### src/rtl/prog_loader.sv
// Program-load sequencer: parses header/address/length/data packets from a
// valid/ready word stream and emits one registered prog_mux write per data word.
module prog_loader #(
    parameter int CORES       = 4,
    parameter int LOG_CORES   = 2,
    parameter int PC_WIDTH    = 4,
    parameter int INSTR_WIDTH = 8
) (
    input  logic                   clk,
    input  logic                   rst_n,
    input  logic                   en,
    input  logic [INSTR_WIDTH-1:0] in_data,
    input  logic                   in_valid,
    output logic                   in_ready,
    output logic                   we,
    output logic [LOG_CORES-1:0]   sel,
    output logic [PC_WIDTH-1:0]    waddr,
    output logic [INSTR_WIDTH-1:0] wdata,
    output logic                   busy,
    output logic                   done,
    output logic                   err
);

    typedef enum logic [1:0] {
        S_HDR,
        S_ADDR,
        S_LEN,
        S_DATA
    } state_t;

    localparam logic [INSTR_WIDTH-1:0] CORES_W = INSTR_WIDTH'(CORES);

    state_t                 r_state;
    state_t                 w_state_nxt;
    logic                   w_xfer;
    logic                   w_data_xfer;
    logic                   w_last;

    logic [LOG_CORES-1:0]   r_core;
    logic [PC_WIDTH-1:0]    r_addr;
    logic [PC_WIDTH-1:0]    r_remaining;
    logic                   r_err;
    logic                   r_we;
    logic [LOG_CORES-1:0]   r_sel;
    logic [PC_WIDTH-1:0]    r_waddr;
    logic [INSTR_WIDTH-1:0] r_wdata;
    logic                   r_busy;
    logic                   r_done;

    assign in_ready = en;
    assign w_xfer   = in_valid & en;

    // NOTE: every signal gets a default before any branch, so no path can leave it unassigned and infer a latch.
    always_comb begin
        w_state_nxt = r_state;
        w_data_xfer = 1'b0;
        w_last      = 1'b0;
        if (!en) begin
            w_state_nxt = S_HDR;
        end else if (w_xfer) begin
            case (r_state)
                S_HDR:  w_state_nxt = S_ADDR;
                S_ADDR: w_state_nxt = S_LEN;
                S_LEN:  w_state_nxt = S_DATA;
                S_DATA: begin
                    w_data_xfer = 1'b1;
                    w_last      = (r_remaining == '0);
                    if (w_last) w_state_nxt = S_HDR;
                end
                default: w_state_nxt = S_HDR;
            endcase
        end
    end

    // NOTE: sequential state uses non-blocking assignments so every register samples pre-edge values.
    always_ff @(posedge clk or negedge rst_n) begin
        if (!rst_n) r_state <= S_HDR;
        else        r_state <= w_state_nxt;
    end

    always_ff @(posedge clk or negedge rst_n) begin
        if (!rst_n) begin
            r_core      <= '0;
            r_addr      <= '0;
            r_remaining <= '0;
            r_err       <= 1'b0;
            r_we        <= 1'b0;
            r_sel       <= '0;
            r_waddr     <= '0;
            r_wdata     <= '0;
            r_busy      <= 1'b0;
            r_done      <= 1'b0;
        end else begin
            r_we   <= w_data_xfer & ~r_err;
            r_done <= w_last;
            r_busy <= (w_state_nxt != S_HDR);
            if (w_xfer) begin
                case (r_state)
                    S_HDR: begin
                        r_core <= in_data[LOG_CORES-1:0];
                        r_err  <= (in_data >= CORES_W);
                    end
                    S_ADDR: r_addr      <= in_data[PC_WIDTH-1:0];
                    S_LEN:  r_remaining <= in_data[PC_WIDTH-1:0];
                    S_DATA: begin
                        r_addr      <= r_addr + 1'b1;
                        r_remaining <= r_remaining - 1'b1;
                        // Rejected packets leave the prog_mux bus holding the last real write.
                        if (!r_err) begin
                            r_sel   <= r_core;
                            r_waddr <= r_addr;
                            r_wdata <= in_data;
                        end
                    end
                    default: ;
                endcase
            end
        end
    end

    assign we    = r_we;
    assign sel   = r_sel;
    assign waddr = r_waddr;
    assign wdata = r_wdata;
    assign busy  = r_busy;
    assign done  = r_done;
    assign err   = r_err;

endmodule

### config.mk
export PLATFORM = sky130hd
export DESIGN_NAME = prog_loader
export DESIGN_NICKNAME = d
export VERILOG_FILES = /design/src/rtl/prog_loader.sv
export SDC_FILE = /design/constraint.sdc
export NUM_CORES = 1
export LEC_CHECK = 0
export CAP_MARGIN = 20
export CORE_MARGIN = 10
export CORE_UTILIZATION = 30
export DETAILED_ROUTE_END_ITERATION = 10
export GPL_TIMING_DRIVEN = 0
export PLACE_DENSITY = 0.64
export SETUP_SLACK_MARGIN = 0.3
export SYNTH_ARGS = -nofsm -noshare
export SYNTH_HDL_FRONTEND = slang
export SYNTH_SLANG_ARGS = --single-unit
### constraint.sdc
create_clock -name clk -period 1.6 [get_ports clk]
set_input_delay 0.24 -clock clk [delete_from_list [all_inputs] [get_ports clk]]
set_output_delay 0.24 -clock clk [all_outputs]
set_load 0.05 [all_outputs]
==> flow_summary.ini, run 1 <==
[status]
status = complete, but fails checks
violations = negative setup slack

[power_and_ir_drop]
swShare_pct = 30.20
power_density_nw_per_um2 = 1018
power.switching_w = 0.0006649
seq_power_share_pct = 43.4
ir_worst_vdd_mv = 0.5434
power_w = 0.002201
pwr-share-comb_pct = 28.6
p_int_w = 0.001536
p_leak_nw = 0.9810
clockPowerShare_pct = 28.0

[synth]
netlist_area_um2 = 1365
yosysWarnings = 0
synth.avg_cell_area_um2 = 12.19
synthDistinctLibCells = 34
synth_cells = 112
yosysSeqAreaShare_pct = 55.00
syn-num-nets = 126
ys_seq_elements = 30

[worst_setup_path]
cp.arrival_ns = 1.82
critPathMaxFanout = 2
reg2reg_from = r_remaining[1]$_DFFE_PN0P_
cp-end-kind = flop
r2r_setup_slack_ns = -0.05
crit_type = reg2reg
r2r_end = r_state[1]$_DFF_PN0_
required_ns = 1.77
worstSetupStartpointType = flop
rr_worst_depth = 5

[die]
dieHeight_um = 87.46
num_rows = 24
core_area_um2 = 4384
io_pins = 31
die_w_um = 87.46
initial_core_util_pct = 31.14
fp.dieArea_um2 = 7648

[layout]
layout-drive-gt1-share_pct = 54.49
area_growth_pct = 58.39
nets = 181
fillers = 384

[clock_network]
cts_buffer_depth = 2
cts-root-buf = clkbuf_8
clock_sinks = 30
cts_hold_buf = 0
path_clk_slew_ns = 0.07
cts-htree-levels = 2
cts_made_buffers = 5
cts_tree = yes
insertion_delay_ns = 0.28

[placement]
numPortBuffers = 29
place_congestion = 0.7851
place_hpwl_um = 2467

[worst_hold_path]
min_to = r_state[0]$_DFF_PN0_
hp-start = en
whs_path_depth = 3
hp-class = in2reg

[timing]
worst_slack_ns = -0.04670
rsz0062_at_grt = true
fin_setup_tns_ns = -0.05242
worstMarginPinSlew_ns = 0.7744
finClkSkew_ns = 0.008584
fin_crit_sh_pct = 102.9
slew_headroom_pct = 48.21
hold_violations = 0
fmax_mhz = 607.3
finalMaxSlewViolations = 0
setup_viol = 2
fin_crit_ns = 1.647

[global_route]
grt_pass1_vias = 1205
grt_overflow = 0
grt_pass1_wl_um = 6196
grt_start_max_net_pins = 18
grtUsageTotal_pct = 10.18
antenna_found_initial = 1

[drt]
firstDrtPassIters = 4
detail_route.vias_per_cell = 5.168
ant_nets = 0
totalWireLength_um = 4043
drtIter0Drc = 110
routedWlPerCell_um = 18.38
dr_total_vias = 1137
drc = 0

[run]
cap_violations = 0
-- cell families (layout without fill, tap and decap cells) --
kind of cell / count (synthesis) / after routing / share of synthesized area [%]
simple gates: 28 / 28 / 13.20
other cells: 0 / 1 / 0
compound gates: 21 / 21 / 10.08
flops: 30 / 30 / 55.00
mux: 19 / 19 / 15.40
fa+ha+maj: 2 / 2 / 1.833
buf+inv: 12 / 67 / 4.491
-- worst max path at each step --
| stage | start | end | slack, ns |
|---|---|---|---|
| floorplan | r_remaining[0]$_DFFE_PN0P_ | r_state[1]$_DFF_PN0_ | -0.01 |
| global placement | rst_n | err$_DFFE_PN0P_ | -0.32 |
| global route | r_remaining[0]$_DFFE_PN0P_ | r_state[1]$_DFF_PN0_ | -0.08 |
| detailed placement | in_valid | wdata[0]$_DFFE_PN0P_ | -0.27 |
| CTS | r_remaining[1]$_DFFE_PN0P_ | r_state[1]$_DFF_PN0_ | -0.08 |
| finish | r_remaining[1]$_DFFE_PN0P_ | r_state[1]$_DFF_PN0_ | -0.05 |
-- cells in the final DEF, fill, tap and decap left out, types with 5 or more instances in the layout --
| cell | instances |
|---|---|
| clkdlybuf4s15_2 | 15 |
| clkdlybuf4s50_1 | 9 |
| clkbuf_8 | 6 |
| buf_4 | 14 |
| inv_1 | 5 |
| mux2_4 | 16 |
| buf_2 | 5 |
| dfrtp_1 | 27 |
| buf_6 | 9 |
-- synth_stat cells --
master / instances / area, µm²
a211oi_1: 3 / 22.52
a21o_1: 2 / 15.01
a21oi_1: 3 / 15.01
a221o_1: 1 / 10.01
a221oi_1: 1 / 8.760
a31oi_1: 3 / 18.77
and2_1: 1 / 6.260
and3b_1: 2 / 17.52
and4b_2: 1 / 11.26
and4bb_2: 1 / 12.51
buf_2: 4 / 20.02
buf_4: 1 / 7.510
buf_6: 1 / 11.26
clkbuf_1: 1 / 3.750
dfrtp_1: 30 / 750.7
ha_1: 2 / 25.02
inv_1: 5 / 18.77
mux2_1: 1 / 11.26
mux2_2: 15 / 168.9
mux2i_1: 3 / 30.03
nand2_1: 5 / 18.77
nand3_1: 5 / 25.02
nand3b_1: 1 / 7.510
nand4_1: 1 / 6.260
nor2_1: 2 / 7.510
nor3_1: 4 / 20.02
nor3_4: 1 / 16.27
nor3b_1: 1 / 7.510
nor4_1: 1 / 6.260
o21ai_0: 6 / 30.03
o22ai_1: 1 / 6.260
o311a_2: 1 / 11.26
or3_1: 1 / 6.260
or3b_4: 1 / 11.26
-- power by group through the flow --
stage | registers, W | clock network [W] | logic, W
finish | 0.000955 | 0.000617 | 0.000629
global route | 0.000968 | 0.000651 | 0.000682
CTS | 0.000944 | 0.000629 | 0.000521
detailed placement | 0.000958 | 0 | 0.000434
global placement | 0.000953 | 0 | 0.000402
floorplan | 0.00100 | 0 | 0.000228
-- worst max-delay path, cell delays in order (launching register included) --
cell and delay, ns:
dfrtp_1 0.39, inv_1 0.07, ha_2 0.18, or3b_4 0.39
or3_4 0.33, and3b_1 0.18
-- cell type report --
| cell class | instances | area, µm² | share of cell area (%) |
|---|---|---|---|
| Sequential cell | 30 | 754.5 | 34.90 |
| Multi-Input combinational cell | 70 | 699.4 | 32.35 |
| Timing Repair Buffer | 48 | 476.7 | 22.05 |
| Clock buffer | 7 | 86.33 | 3.993 |
| Tap cell | 52 | 65.06 | 3.009 |
| Buffer | 7 | 58.81 | 2.720 |
| Inverter | 5 | 18.77 | 0.8681 |
| Antenna cell | 1 | 2.502 | 0.1157 |
-- per-layer routing --
| layer | global-route usage (%) | part of all wire, % |
|---|---|---|
| met2 | 15.21 | 47 |
| met4 | 3.623 | 0.89 |
| met5 | 0 | 0 |
| met3 | 5.618 | 10 |
| met1 | 11.96 | 42 |
-- what timing repair did --
action,4_1_cts,5_1_grt
setup endpoints to repair,45,31
gates cloned,1,1
resized for setup,81,26
setup buffers,10,6
pin swaps,8,7
endpoints found under the hold margin,0,0
-- flip-flops by register name (all words and copies together) (netlist names) --
signal and flops:
waddr 4, done 1, we 1, busy 1, err 1, r_core 2
r_remaining 4, r_addr 4, r_state 2, wdata 8, sel 2
-- per-stage QoR --
step	instance area (µm²)	setup slack, ns	hold slack (ns)	instances	util (%)
after floorplan	1405	-0.01133	-0.05559	112	-
after global placement	1760	-0.3228	0.4891	193	40.15
after detailed placement	1788	-0.2713	0.4909	194	40.78
after CTS	2048	-0.07791	0.2984	212	46.72
after global routing	2162	-0.07994	0.3494	220	49.32
final	2162	-0.04670	0.3368	220	49.32
(Power assumes the default switching activity.)
==> run 2: changes to the inputs <==
Settings changed: CORE_MARGIN 10 to 2.
==> flow_summary.ini, run 2 (synthesis results as in run 1) <==
[status]
status = finished, final reports clean

[timing]
fmax_mhz = 625.7
setup_viol = 0
worstMarginPinSlew_ns = 0.6774
rsz0062_at_grt = true
worst_slack_ns = 0.001742
finClkSkew_ns = 0.007322
hold_violations = 0
finalMaxSlewViolations = 0
fin_crit_ns = 1.598
fin_crit_sh_pct = 99.89
slew_headroom_pct = 54.70

[drt]
drc = 0
detail_route.vias_per_cell = 5.127
firstDrtPassIters = 4
drtIter0Drc = 39
dr_total_vias = 1092
routedWlPerCell_um = 15.55
totalWireLength_um = 3313
ant_nets = 0

[layout]
fin_area_um2 = 2079
postLayoutCoreUtil_pct = 47.76
layout-drive-gt1-share_pct = 49.69
mostFrequentLayoutCells = dfrtp_1, clkdlybuf4s15_2, mux2_4
fin_cells = 213
nets = 174
area_growth_pct = 52.34
final_common_cell = dfrtp_1
largest_reg_flops = 8
antenna_cells = 0
fillers = 399

[clock_network]
cts-root-buf = clkbuf_8
cts_buffer_depth = 2
cts_tree = yes
cts_made_buffers = 5
path_clk_slew_ns = 0.06
cts_hold_buf = 0
clock_sinks = 30
cts-htree-levels = 2
insertion_delay_ns = 0.28

[global_route]
grt_overflow = 0
grt_pass1_wl_um = 5244
grt_start_max_net_pins = 19
antenna_found_initial = 0
grtUsageTotal_pct = 13.63
grt_pass1_vias = 1061

[worst_setup_path]
path_cells = inv_2, ha_4, or3b_4, or3_4, and3b_1
cp-end-kind = flop
cp.arrival_ns = 1.77
worstSetupStartpointType = flop
crit_type = reg2reg
required_ns = 1.77
cpMaxStageDelayCell = dfrtp_1
critPathMaxFanout = 3
crit_path_max_incr_delay_ns = 0.38

[die]
io_pins = 31
fp.dieArea_um2 = 5106
initial_core_util_pct = 31.35
num_rows = 24
die_w_um = 71.46
dieHeight_um = 71.46
core_area_um2 = 4354

[placement]
dp.cells = 194
place_congestion = 0.7972
place_hpwl_um = 2123
place_area_um2 = 1788
numPortBuffers = 29
place_ws_ns = -0.2697

[run]
cap_violations = 0

[worst_hold_path]
hp-class = in2reg

[power_and_ir_drop]
ir_worst_vdd_mv = 0.5460
p_leak_nw = 0.9313
power_density_nw_per_um2 = 993.2
run 2: path summary, 6_finish.rpt:
check | start | end | slack [ns] | depth (start not counted)
setup / recovery | r_remaining[0]$_DFFE_PN0P_ | r_state[1]$_DFF_PN0_ | 0.002 | 5
hold / removal | en | r_state[0]$_DFF_PN0_ | 0.32 | 3
setup reg to reg | r_remaining[0]$_DFFE_PN0P_ | r_state[1]$_DFF_PN0_ | 0.002 | 5
hold reg to reg | sel[1]$_DFFE_PN0P_ | sel[1]$_DFFE_PN0P_ | 0.51 | 1
max in group asynchronous | rst_n | err$_DFFE_PN0P_ | 0.69 | 2
min in group asynchronous | rst_n | done$_DFF_PN0_ | 0.38 | 1
run 2: layer usage:
metal / track usage, % / routed length, µm / vias to the layer above
met4: 5.451 / 52 / 0
met3: 5.345 / 176 / 5
li1: - / - / 504
met2: 19.96 / 1630 / 28
met5: 0 / 0 / -
met1: 18.15 / 1454 / 555
run 2: repair_timing:
item                                    CTS  global route
resized for setup                        71            22
pin swaps                                 4             6
setup buffers                             9             1
endpoints found under the setup margin   45            25
gates cloned                              1             0
run 2: layout make-up:
class / instances / area, µm² / share of cell area (%)
Buffer: 7 / 61.31 / 2.948
Multi-Input combinational cell: 70 / 673.1 / 32.37
Clock buffer: 8 / 80.08 / 3.851
Timing Repair Buffer: 41 / 427.9 / 20.58
Inverter: 5 / 18.77 / 0.9025
Sequential cell: 30 / 753.2 / 36.22
Tap cell: 52 / 65.06 / 3.129
run 2: per-stage QoR:
step	total power [W]	hold slack, ns	TNS [ns]
after global routing	0.002185	0.3301	-0.09537
final	0.002065	0.3198	0
after detailed placement	0.001378	0.4899	-3.354
after CTS	0.002008	0.3085	-0.04600
after global placement	0.001358	0.4891	-9.370
after floorplan	0.001227	-0.05559	-0.01133
run 2: power breakdown:
group          switching (W)  total (W)  internal, W
Sequential         0.0000931   0.000951     0.000858
Clock               0.000260   0.000568     0.000308
Combinational       0.000265   0.000546     0.000281
Total               0.000619    0.00207      0.00145
run 2: critical path: cells and delay by family, from the launching register on:
kind,cells,cell delay [ns]
AND/OR/NAND/NOR,3,0.91
flip-flops,1,0.38
adder cells (fa/ha/maj),1,0.13
buffers and inverters,1,0.07
==> run 3: changes to the inputs <==
Clock period 1.6 ns to 1.3 ns, I/O delays scaled along.
==> flow_summary.ini, run 3 (synthesis results as in run 1) <==
[power_and_ir_drop]
p_leak_nw = 1.102
clockPowerShare_pct = 27.5
power_w = 0.002802
seq_power_share_pct = 41.8
power.switching_w = 0.0008529
p_int_w = 0.001949
power_density_nw_per_um2 = 1189
ir_worst_vdd_mv = 0.8447
pwr-share-comb_pct = 30.7
swShare_pct = 30.44

[timing]
worst_slack_ns = -0.3401
hold_violations = 14
finalMaxSlewViolations = 0
setup_viol = 20
finClkSkew_ns = 0.007498
fin_crit_ns = 1.640
rsz0062_at_grt = true
slew_headroom_pct = 48.23
worstMarginPinSlew_ns = 0.7753
fin_setup_tns_ns = -2.015
fin_hold_ws_ns = -0.02209
fmax_mhz = 609.7
fin_crit_sh_pct = 126.2

[clock_network]
path_clk_slew_ns = 0.07
cts-htree-levels = 2
insertion_delay_ns = 0.28
cts_tree = yes
cts-root-buf = clkbuf_8
cts_made_buffers = 5
cts_hold_buf = 0
cts_buffer_depth = 2
clock_sinks = 30

[status]
violations = negative hold slack, negative setup slack
status = complete, but fails checks

[worst_setup_path]
crit_type = reg2reg
cp_num_buf_inv = 1
crit_path_max_incr_delay_ns = 0.39
cp_top_family = simple AND/OR/NAND/NOR gates
critPathMaxFanout = 3
path_cells = inv_1, ha_2, or3b_4, or3_4, and3b_1
cp-end-kind = flop
cp.arrival_ns = 1.81
worstSetupStartpointType = flop
cpMaxStageDelayCell = dfrtp_1
required_ns = 1.47
cp-startpoint = r_remaining[1]$_DFFE_PN0P_
reg2reg_from = r_remaining[1]$_DFFE_PN0P_

[placement]
numPortBuffers = 29
place_congestion = 0.8418
place_hpwl_um = 2238

[drt]
routedWlPerCell_um = 16.68
ant_nets = 0
totalWireLength_um = 3787
dr_total_vias = 1147
firstDrtPassIters = 4
detail_route.vias_per_cell = 5.053
drc = 0
drtIter0Drc = 81

[layout]
layout-drive-gt1-share_pct = 58.86
fillers = 345
multiInputGateArea_um2 = 759.5
area_growth_pct = 72.59
nets = 188
largest_reg_flops = 8
regArea_um2 = 752.0
final_common_cell = buf_6
postLayoutCoreUtil_pct = 54.11
mostFrequentLayoutCells = buf_6, dfrtp_1, mux2_4
antenna_cells = 0

[die]
num_rows = 24
dieHeight_um = 71.46
initial_core_util_pct = 31.35
core_area_um2 = 4354
die_w_um = 71.46
fp.dieArea_um2 = 5106
io_pins = 31

[global_route]
grt_pass1_vias = 1192
grtUsageTotal_pct = 15.61
grt_start_max_net_pins = 17
antenna_found_initial = 0
grt_overflow = 0
grt_pass1_wl_um = 6120

[run]
cap_violations = 0

[worst_hold_path]
hp-class = in2async
## run 3: per-stage QoR
stage               instances  instance area, µm²  setup WS, ns
floorplan                 112                1491       -0.3113
global placement          193                1847       -0.6599
detailed placement        194                1874       -0.6614
CTS                       223                2262       -0.3648
global route              227                2356       -0.3857
finish                    227                2356       -0.3401
## run 3: cell type report
type / instances / share of cell area (%)
timing repair buffer: 55 / 25.17
sequential: 30 / 31.92
buffer: 7 / 3.240
clock buffer: 7 / 3.664
clock inverter: 1 / 0.2124
tap: 52 / 2.762
multi-input combinational: 70 / 32.24
inverter: 5 / 0.7966
## run 3: worst paths after layout
kind | slack [ns] | end | depth (start not counted)
max | -0.34 | r_state[1]$_DFF_PN0_ | 5
min | -0.02 | we$_DFF_PN0_ | 1
max reg2reg | -0.34 | r_state[1]$_DFF_PN0_ | 5
min reg2reg | 0.51 | sel[1]$_DFFE_PN0P_ | 1
max in group asynchronous | 0.77 | err$_DFFE_PN0P_ | 2
min in group clk | 0.28 | r_state[0]$_DFF_PN0_ | 3
## run 3: power by group through the flow
stage / combinational, W / sequential, W / clock, W
after floorplan: 0.000324 / 0.00123 / 0
after global placement: 0.000542 / 0.00118 / 0
after detailed placement: 0.000572 / 0.00118 / 0
after CTS: 0.000755 / 0.00116 / 0.000771
after global routing: 0.000913 / 0.00119 / 0.000829
final: 0.000861 / 0.00117 / 0.000770
## run 3: worst register-to-register path: stages (launching register included)
cell and delay, ns:
dfrtp_1 0.39, inv_1 0.06, ha_2 0.17, or3b_4 0.38, or3_4 0.34, and3b_1 0.18
## run 3: layer usage
layer | up-vias | share of wire (%) | track usage (%)
met2 | 30 | 52 | 25.72
met4 | 0 | 1.7 | 3.774
li1 | 534 | - | -
met1 | 576 | 43 | 20.45
met5 | - | 0 | 0
met3 | 7 | 4.1 | 4.360
## run 3: repair_timing
action,CTS,global route
resized for setup,156,14
pin swaps,8,10
cloned,3,0
endpoints found under the hold margin,0,0
setup endpoints to repair,49,64
setup buffers,18,4
